`config.mk`:
```
export PLATFORM = sky130hd
export DESIGN_NAME = mem_stall_bridge
export DESIGN_NICKNAME = d
export VERILOG_FILES = /design/src/rtl/mem_stall_bridge.sv
export SDC_FILE = /design/constraint.sdc
export NUM_CORES = 1
export LEC_CHECK = 0
export CORE_MARGIN = 2
export CORE_UTILIZATION = 49
export CTS_BUF_LIST = sky130_fd_sc_hd__clkbuf_4
export CTS_CLUSTER_DIAMETER = 80
export DETAILED_ROUTE_END_ITERATION = 10
export PLACE_DENSITY = 0.85
export SYNTH_ARGS = -nofsm -noshare
export SYNTH_HDL_FRONTEND = slang
export SYNTH_SLANG_ARGS = --single-unit
```
`constraint.sdc`:
```
create_clock -name clk -period 6.3 [get_ports clk]
set_input_delay 0.945 -clock clk [delete_from_list [all_inputs] [get_ports clk]]
set_output_delay 0.945 -clock clk [all_outputs]
set_load 0.05 [all_outputs]
```
`src/rtl/mem_stall_bridge.sv`:
```
// Bridge between a multicycle core's memory port and a valid/ready memory.
// Stalls the core during accesses, buffers one read, and flags timeouts.
module mem_stall_bridge #(
    parameter int unsigned TIMEOUT = 1024
) (
    input  logic        clk,
    input  logic        rst,
    input  logic [31:0] core_addr,
    input  logic [31:0] core_wr_data,
    input  logic        core_wr_ena,
    output logic [31:0] core_rd_data,
    output logic        core_ena,
    output logic        req_valid,
    input  logic        req_ready,
    output logic [31:0] req_addr,
    output logic        req_wr,
    output logic [31:0] req_wdata,
    input  logic        rsp_valid,
    input  logic [31:0] rsp_data,
    output logic        err,
    output logic [31:0] stall_count
);

    localparam int unsigned CntW = $clog2(TIMEOUT + 1);
    localparam logic [CntW-1:0] TimeoutVal = CntW'(TIMEOUT);

    typedef enum logic [2:0] {
        StIdle,
        StReq,
        StWait,
        StWrCommit,
        StError
    } state_e;

    state_e          state_q, state_d;
    logic            buf_valid_q, buf_valid_d;
    logic [31:0]     buf_addr_q, buf_addr_d;
    logic [31:0]     buf_data_q, buf_data_d;
    logic            req_valid_q, req_valid_d;
    logic            req_wr_q, req_wr_d;
    logic [31:0]     req_addr_q, req_addr_d;
    logic [31:0]     req_wdata_q, req_wdata_d;
    logic [CntW-1:0] cnt_q, cnt_d;
    logic [31:0]     stall_q, stall_d;
    logic            err_q, err_d;

    logic            hit;
    logic            ena;
    logic [CntW-1:0] cnt_next;
    logic            expire;

    always_comb begin
        hit      = buf_valid_q && (core_addr == buf_addr_q) && !core_wr_ena;
        ena      = ((state_q == StIdle) && hit) || (state_q == StWrCommit);
        cnt_next = cnt_q + CntW'(1);
        // Expiry is judged on the count this cycle would reach.
        expire   = (cnt_next == TimeoutVal);

        state_d     = state_q;
        buf_valid_d = buf_valid_q;
        buf_addr_d  = buf_addr_q;
        buf_data_d  = buf_data_q;
        req_valid_d = req_valid_q;
        req_wr_d    = req_wr_q;
        req_addr_d  = req_addr_q;
        req_wdata_d = req_wdata_q;
        cnt_d       = cnt_q;
        err_d       = err_q;

        unique case (state_q)
            StIdle: begin
                if (!hit) begin
                    req_valid_d = 1'b1;
                    req_addr_d  = core_addr;
                    req_wr_d    = core_wr_ena;
                    req_wdata_d = core_wr_data;
                    cnt_d       = '0;
                    if (core_wr_ena) begin
                        buf_valid_d = 1'b0;
                    end
                    state_d = StReq;
                end
            end
            StReq: begin
                cnt_d = cnt_next;
                if (req_ready && req_wr_q) begin
                    req_valid_d = 1'b0;
                    state_d     = StWrCommit;
                end else if (expire) begin
                    req_valid_d = 1'b0;
                    err_d       = 1'b1;
                    state_d     = StError;
                end else if (req_ready) begin
                    req_valid_d = 1'b0;
                    state_d     = StWait;
                end
            end
            StWait: begin
                cnt_d = cnt_next;
                if (rsp_valid) begin
                    buf_data_d  = rsp_data;
                    buf_addr_d  = req_addr_q;
                    buf_valid_d = 1'b1;
                    state_d     = StIdle;
                end else if (expire) begin
                    err_d   = 1'b1;
                    state_d = StError;
                end
            end
            StWrCommit: begin
                state_d = StIdle;
            end
            StError: begin
                req_valid_d = 1'b0;
                err_d       = 1'b1;
            end
            default: begin
                state_d = StIdle;
            end
        endcase

        stall_d = stall_q;
        if (!ena && (state_q != StError) && (stall_q != 32'hFFFF_FFFF)) begin
            stall_d = stall_q + 32'd1;
        end
    end

    always_ff @(posedge clk or posedge rst) begin
        if (rst) begin
            state_q     <= StIdle;
            buf_valid_q <= 1'b0;
            buf_addr_q  <= 32'd0;
            buf_data_q  <= 32'd0;
            req_valid_q <= 1'b0;
            req_wr_q    <= 1'b0;
            req_addr_q  <= 32'd0;
            req_wdata_q <= 32'd0;
            cnt_q       <= '0;
            stall_q     <= 32'd0;
            err_q       <= 1'b0;
        end else begin
            state_q     <= state_d;
            buf_valid_q <= buf_valid_d;
            buf_addr_q  <= buf_addr_d;
            buf_data_q  <= buf_data_d;
            req_valid_q <= req_valid_d;
            req_wr_q    <= req_wr_d;
            req_addr_q  <= req_addr_d;
            req_wdata_q <= req_wdata_d;
            cnt_q       <= cnt_d;
            stall_q     <= stall_d;
            err_q       <= err_d;
        end
    end

    assign core_rd_data = buf_data_q;
    assign core_ena     = ena;
    assign req_valid    = req_valid_q;
    assign req_addr     = req_addr_q;
    assign req_wr       = req_wr_q;
    assign req_wdata    = req_wdata_q;
    assign err          = err_q;
    assign stall_count  = stall_q;

endmodule

```
## Word level (Yosys, flattened, before mapping)

Cells that the tools add are included.

- Bitwise logic cells: 2
- $add $sub $neg: 2
- Reduce and logical (&&, ||, !) cells: 22
- Eq/ne operators: 15
- Multiplexer cells: 22

Operator list:

| operator | count |
|---|---|
| 32-bit by 1-bit adder with 32-bit output, second input constant | 1 |
| 32-bit == test | 1 |
| 32-bit != test, second input constant | 1 |
| 11-bit one-hot mux with 2 select lines | 1 |
| 3-bit 2-to-1 mux | 6 |
| 3-bit one-hot mux with 4 select lines | 1 |
| 11-bit by 1-bit adder with 11-bit output, second input constant | 1 |
| 11-bit == test, second input constant | 1 |
| 11-bit 2-to-1 mux | 1 |
| 1-bit 2-to-1 mux | 10 |
| 2-bit != test, second input constant | 5 |
| 4-bit AND reduction | 2 |
| 3-bit by 2-bit == test with 1-bit output, second input constant | 2 |
| 1-bit logical AND | 6 |
| 3-bit != test, second input constant | 2 |
| 1-bit one-hot mux with 3 select lines | 2 |
| 2-bit AND reduction | 3 |
| 3-bit AND reduction | 2 |
| 3-bit nonzero test | 2 |
| 4-bit != test, second input constant | 1 |
| 2-bit nonzero test | 2 |
| 3-bit by 1-bit == test with 1-bit output, second input constant | 1 |
| 3-bit == test, second input constant | 1 |
| 3-bit logical NOT | 1 |
| 5 further kinds | 7 |

- Input port bits: 101
- Register bits: 178

## Logic depth before layout (Yosys ltp)

Gate-level depths: netlist of the first run.

- Depth in word-level cells: 8
- Mapped depth: 8
- Mapped depth without buffers: 7

## Worst setup path before layout of the first run

OpenSTA, ideal clock, no wires.

- Kind: input-to-output
- From: in core_addr[20]
- To: out core_ena
- Path slack: 2.355 ns
- Path buffers: 1
- Arrival: 3.000 ns
- Stages: 6
- Cells stage by stage: xor2_1 -> nor4_1 -> nand4_1 -> or4_1 -> buf_2 -> a21oi_1

- Cells in the longest elaborated chain, start to end: 5

Ends and longest elaborated chain:

| item | line | source |
|---|---|---|
| start, declared | 8 | `input logic [31:0] core_addr,` |
| 32-bit == test | 53 | `hit = buf_valid_q && (core_addr == buf_addr_q) && !core_wr_ena;` |
| 1-bit logical AND (2 in series) | 53 |  |
| 1-bit logical AND | 54 | `ena = ((state_q == StIdle) && hit) \|\| (state_q == StWrCommit);` |
| 1-bit logical OR | 54 |  |
| end, declared | 12 | `output logic core_ena,` |

No other way between the ends.

## Final worst setup path of the first run

- From: in core_addr[13]
- To: out core_ena

Same word-level chain as after synthesis.

==> summary.txt, run 1 <==
Run status
  – Status: complete, no violations

Timing
  – Fmax: 201 MHz
  – RSZ-0062 raised after global routing: no
  – Setup Skew: 0.0203 ns
  – Max Slew Vio Count: 0
  – Final TNS setup: 0 ns
  – Tmin final: 4.98 ns
  – Final Hold Fails: 0
  – Slew HR: 45.6%
  – Setup violators final: 0
  – Tcrit/Tclk final: 79.0%
  – Worst slew pin tran: 0.816 ns

Layout
  – Nets: 959
  – P&R area growth vs syn: 34.4%
  – Layout cells sized above 1: 20.9%
  – Fin area: 0.0109 mm2

Floorplan
  – Io pins: 233
  – Core ar.: 0.0163 mm2
  – Cell Rows: 47
  – Initial Util: 49.6%
  – Die Span X: 133 um
  – Die height: 133 um
  – Die ar.: 0.0176 mm2

Yosys
  – Number of synthesized register bits: 178
  – Largest family of logic cells by synthesized area: multiplexers
  – Unique masters post-synth: 54
  – Most used DFF post-synth: dfrtp_1
  – Multiplexer share of the synthesized area: 19.8%
  – Xor and xnor area share after synthesis: 6.81%
  – Area leader, netlist: dfrtp_1
  – Post-Syn Nets: 730
  – Syn avg cell area: 12.9 um2
  – Post-synthesis simple-gate area fraction: 12.2%
  – Cell area after synthesis: 0.00811 mm2
  – Post-synth top area share: 54.9%
  – Compound-Gate Fraction of Synth Area: 3.40%
  – Ys async rst share: 100%
  – Post-synth EDFFs: 0
  – Register area share after synthesis: 54.9%
  – Synth warnings: 0
  – Synth Area in Adders: 0.309%
  – Area contributors post-synth: dfrtp_1 55%, mux2_2 13%, mux2_4 6.5%
  – Synth Instances: 627

Clocking
  – Num CTS Buffers: 17
  – Clock Latency Late Sink: 0.57 ns
  – Post-CTS Hold Buffers: 0
  – Post-CTS Resized: 0
  – CTS tree: done
  – Clk root buf: clkbuf_4
  – CTS HTree Levels: 4
  – Clk pin slew, worst setup/hold paths: 0.13 ns
  – Clock tree buffer depth: 2
  – CTS Sinks: 178
  – Post-CTS Setup Repair Bufs: 0

Detailed routing
  – Initial DRC Count: 326
  – Drt pass-1 iters: 5
  – Via Count: 5886
  – Drt drc: 0
  – Drt wl/cell: 17.9 um
  – Post-Route WL: 19500 um
  – Vias/cell: 5.41
  – Final ANT Viol Nets: 0

Placed design
  – I/O Buffers: 232
  – DP Wirelength: 14200 um
  – GPL Wtd Cong: 0.927
  – Area after DPL: 0.0106 mm2

Critical path
  – Worst Path Required: 5.35 ns
  – Worst setup SP type: input pin
  – Crit path DAT: 4.03 ns
  – Crit path max fanout: 13
  – CP endpoint kind: output port
  – Crit path kind: input pin to output port

GRT
  – First-pass GRT wire length: 31900 um
  – Initial antenna violation count: 1
  – Largest net degree at the start of global routing: 91
  – GR Overflow Total: 0
  – Number of global-route vias before repair: 6169
  – Total Routing Usage GR: 22.9%

Run
  – Max cap viols: 0

Hold path
  – Hold/Removal Path Class: register to register

Power
  – Pleak: 0.00445 uW
  – Max VDD drop: 393 uV
  – PD cells: 554 mW/mm2
[layout make-up]
cell class | instances | area, um2
clock inverter | 12 | 156
inverter | 10 | 42.5
antenna | 1 | 2.50
fill | 1280 | 5450
multi-input combinational | 412 | 3460
clock buffer | 18 | 135
tap | 220 | 275
timing repair buffer | 237 | 2370
sequential | 178 | 4450
[routing by layer]
metal / wire length [um] / vias up / GRT usage, %
li1: - / 2694 / -
met1: 7910 / 2960 / 27.7
met2: 9680 / 204 / 38.3
met3: 1580 / 28 / 8.01
met4: 356 / 0 / 7.89
met5: 0 / - / 0
[path summary, 6_finish.rpt]
kind	start	end	slack, ns	depth (start not counted)
max	core_addr[13]	core_ena	1.32	7
min	err$_DFFE_PP0P_	err$_DFFE_PP0P_	0.49	1
min in group asynchronous	rst	req_wdata[17]$_DFFE_PP0P_	0.88	2
min reg2reg	err$_DFFE_PP0P_	err$_DFFE_PP0P_	0.49	1
max reg2reg	state_q[2]$_DFFE_PP0P_	core_rd_data[4]$_DFFE_PP0P_	3.69	4
max in group asynchronous	rst	buf_addr_q[7]$_DFFE_PP0P_	4.38	3
[layout by cell type, fill, tap and decap left out, drive strengths merged, types with 5 or more instances in the layout]
cell / count
nor2: 19
and3: 9
nand4: 16
nand2: 30
xor2: 45
xnor2: 18
nand3: 28
nor3: 16
buf: 5
nor4: 17
mux2: 131
a21oi: 9
clkdlybuf4s50: 232
or3: 10
o21ai: 16
inv: 14
dfrtp: 178
nor4b: 5
clkbuf: 18
[flip-flops by register name, indices dropped and copies added (netlist names)]
register / cells
buf_addr_q: 32
core_rd_data: 32
req_addr: 32
req_wdata: 32
stall_count: 32
cnt_q: 11
state_q: 3
buf_valid_q: 1
err: 1
req_valid: 1
req_wr: 1
[critical path, cell delays in order]
cell             delay (ns)
clkdlybuf4s50_1        0.45
xor2_1                 0.21
nor4_1                 0.38
nand4_1                0.15
or4_1                  0.80
a21oi_1                0.27
clkdlybuf4s50_1        0.83
[power by group]
part,switching [uW],leakage [uW],internal [uW]
logic,2020,0.00217,1350
clock network,400,0.000159,279
registers,364,0.00211,1620
[through the flow]
stage          utilization, %  total power (uW)  hold WS (ns)  instances  setup slack, ns
2_1_floorplan               -              4320         0.480        627            0.525
3_3_place_gp             64.9              5330         0.475       1057             1.34
3_5_place_dp             64.9              5390         0.462       1057             1.38
4_1_cts                  66.6              6090         0.492       1087             1.37
5_1_grt                  66.7              6330         0.539       1088             1.19
6_report                 66.7              6040         0.493       1088             1.32
[cells in the mapped netlist (all sizes together) (3+ instances only)]
| cell type | n |
|---|---|
| a21oi | 9 |
| a31oi | 3 |
| and3 | 9 |
| and4 | 4 |
| buf | 19 |
| clkbuf | 8 |
| dfrtp | 178 |
| inv | 10 |
| mux2 | 131 |
| nand2 | 30 |
| nand2b | 4 |
| nand3 | 28 |
| nand4 | 16 |
| nor2 | 19 |
| nor3 | 16 |
| nor4 | 17 |
| nor4b | 5 |
| o211ai | 3 |
| o21ai | 16 |
| or2 | 4 |
| or3 | 10 |
| xnor2 | 18 |
| xor2 | 45 |
[kinds of logic after synthesis]
group / count (synthesis)
flip-flops: 178
AND/OR/NAND/NOR: 173
multiplexers: 131
XOR/XNOR: 63
AO/OA/AOI/OAI: 43
buffers and inverters: 37
adder cells (fa/ha/maj): 2
(Power assumes the default switching activity.)
==> inputs of run 2 (changes only) <==
==> constraint.sdc (replaced) <==
create_clock -name clk -period 4.8 [get_ports clk]
set_input_delay 0.72 -clock clk [delete_from_list [all_inputs] [get_ports clk]]
set_output_delay 0.72 -clock clk [all_outputs]
set_load 0.05 [all_outputs]
==> summary.txt, run 2 (same netlist as run 1, synthesis figures left out) <==
Placed design
  – Area after DPL: 0.0106 mm2 (about the same)
  – GPL Wtd Cong: 0.880 (was 0.927)
  – I/O Buffers: 232 (unchanged)
  – DP Wirelength: 14300 um (was 14200 um)

GRT
  – GR met3 Demand/Resource: 8.35% (was 8.01%)
  – Number of global-route vias before repair: 6086 (was 6169)
  – Total Routing Usage GR: 22.8% (was 22.9%)
  – Initial antenna violation count: 1 (unchanged)
  – Gr busiest metal: met2 (unchanged)
  – GR Overflow Total: 0 (unchanged)
  – Met1 Usage GRT: 27.0% (was 27.7%)
  – First-pass GRT wire length: 31500 um (was 31900 um)
  – Global Route met2 Usage: 39.4% (was 38.3%)
  – Largest net degree at the start of global routing: 88 (was 91)

Timing
  – Worst slew pin tran: 0.947 ns (was 0.816 ns)
  – Tmin final: 4.09 ns
  – Max Slew Vio Count: 0 (unchanged)
  – Final TNS setup: 0 ns (unchanged)
  – Hold WS: 0.505 ns (was 0.493 ns)
  – Slew HR: 36.8% (was 45.6%)
  – Setup Skew: 0.0232 ns (was 0.0203 ns)
  – Final Hold Fails: 0 (unchanged)
  – RSZ-0062 raised after global routing: no (unchanged)
  – Setup violators final: 0 (unchanged)
  – Fmax: 245 MHz
  – Tcrit/Tclk final: 85.1%

Detailed routing
  – Drt wl/cell: 17.8 um (was 17.9 um)
  – Final ANT Viol Nets: 0 (unchanged)
  – Vias/cell: 5.35 (was 5.41)
  – Drt pass-1 iters: 4 (was 5)
  – Post-Route WL: 19500 um (about the same)
  – Via Count: 5836 (was 5886)
  – Drt drc: 0 (unchanged)
  – Initial DRC Count: 329 (was 326)

Power
  – Pleak: 0.00444 uW (was 0.00445 uW)
  – Power Total: 7840 uW (was 6040 uW)
  – Max VDD drop: 542 uV (was 393 uV)
  – PD cells: 721 mW/mm2 (was 554 mW/mm2)

Clocking
  – Clock tree buffer depth: 2 (unchanged)
  – Num CTS Buffers: 17 (unchanged)
  – CTS tree: done (unchanged)
  – Clk root buf: clkbuf_4 (unchanged)
  – CTS HTree Levels: 4 (unchanged)
  – Post-CTS Hold Buffers: 0 (unchanged)
  – Clk pin slew, worst setup/hold paths: 0.14 ns (was 0.13 ns)
  – CTS Sinks: 178 (unchanged)
  – Post-CTS Resized: 0 (unchanged)
  – Post-CTS Setup Repair Bufs: 0 (unchanged)
  – Clock Latency Late Sink: 0.58 ns (was 0.57 ns)

Run
  – Max cap viols: 0 (unchanged)

Layout
  – Fin area: 0.0109 mm2 (about the same)
  – Final Util: 66.5% (was 66.7%)
  – Filler instances: 1278 (was 1280)
  – Multi-input combinational cell area: 0.00346 mm2 (unchanged)
  – Most common cell after layout, fill and taps aside: clkdlybuf4s50_1 (unchanged)
  – Layout cells sized above 1: 21.0% (was 20.9%)
  – P&R area growth vs syn: 34.1% (was 34.4%)
  – Nets: 961 (was 959)
  – Most frequent cells in the layout: 231 x clkdlybuf4s50_1, 178 x dfrtp_1, 96 x mux2_2 (was 232 x clkdlybuf4s50_1, 178 x dfrtp_1, 96 x mux2_2)
  – Reg area: 0.00445 mm2 (unchanged)

Critical path
  – CP endpoint kind: output port (unchanged)
  – Crit path kind: input pin to output port (unchanged)
  – Worst Path Required: 4.08 ns (was 5.35 ns)
  – Crit path DAT: 3.37 ns (was 4.03 ns)
  – Worst setup SP type: input pin (unchanged)
  – Crit path max fanout: 13 (unchanged)

Floorplan
  – Cell Rows: 47 (unchanged)
  – Die height: 133 um (unchanged)
  – Die Span X: 133 um (unchanged)
  – Die ar.: 0.0176 mm2 (unchanged)
  – Io pins: 233 (unchanged)
  – Core ar.: 0.0163 mm2 (unchanged)
  – Initial Util: 49.6% (unchanged)

Run status
  – Status: complete, no violations (unchanged)

Hold path
  – Hold/Removal Path Class: register to register (unchanged)
## run 2: changes by cell type in the layout (fill, tap and decap cells not counted), moves of 2 or more
cell	before	now
buf_4	4	7
bufinv_16	3	1
inv_8	0	2
clkinv_1	0	2
## run 2: per-layer routing
layer	vias up	wire, um
li1	2707	-
met1	2910	7630
met2	195	10100
met3	24	1450
met4	0	308
met5	-	0
## run 2: path summary, 6_finish.rpt
kind | start | end | slack, ns | depth (start not counted)
min | stall_count[13]$_DFFE_PP0P_ | stall_count[13]$_DFFE_PP0P_ | 0.51 | 1
min reg2reg | stall_count[13]$_DFFE_PP0P_ | stall_count[13]$_DFFE_PP0P_ | 0.51 | 1
max | core_addr[20] | core_ena | 0.71 | 7
max reg2reg | buf_addr_q[8]$_DFFE_PP0P_ | req_wdata[4]$_DFFE_PP0P_ | 2.00 | 7
min in group asynchronous | rst | buf_addr_q[1]$_DFFE_PP0P_ | 0.69 | 2
max in group asynchronous | rst | core_rd_data[29]$_DFFE_PP0P_ | 3.06 | 3
## run 2: critical path, cell delays in order
cell             delay [ns]
clkdlybuf4s50_1        0.45
xor2_1                 0.19
nor4_1                 0.48
nand4_1                0.19
or4_1                  0.79
a21oi_1                0.30
buf_4                  0.24
## run 2: report_power, final
| part | switching, uW | leakage, uW | internal (uW) |
|---|---|---|---|
| registers | 468 | 0.00211 | 2130 |
| logic | 2650 | 0.00218 | 1780 |
| clock network | 546 | 0.000142 | 264 |
| total | 3660 | 0.00444 | 4180 |
## run 2: cell type report
cell class	instances	share of cell area, %
Inverter	10	0.380
Antenna cell	1	0.0230
Clock inverter	14	1.20
Timing Repair Buffer	239	21.9
Multi-Input combinational cell	412	31.8
Clock buffer	17	1.17
Sequential cell	178	41.0
Tap cell	220	2.53
## run 2: per-stage QoR
step | instances | setup slack [ns]
after CTS | 1090 | 0.727
after global routing | 1091 | 0.663
after global placement | 1059 | 0.780
final | 1091 | 0.713
after floorplan | 627 | 1.30
after detailed placement | 1059 | 0.738
==> inputs of run 3 (changes only) <==
--- a/config.mk
+++ b/config.mk
@@ -11,6 +11,7 @@
 export CTS_CLUSTER_DIAMETER = 80
 export DETAILED_ROUTE_END_ITERATION = 10
 export PLACE_DENSITY = 0.85
+export SLEW_MARGIN = 0
 export SYNTH_ARGS = -nofsm -noshare
 export SYNTH_HDL_FRONTEND = slang
 export SYNTH_SLANG_ARGS = --single-unit
==> results of run 3 <==
The final DEF is identical to that of run 2; final timing and power are the same.
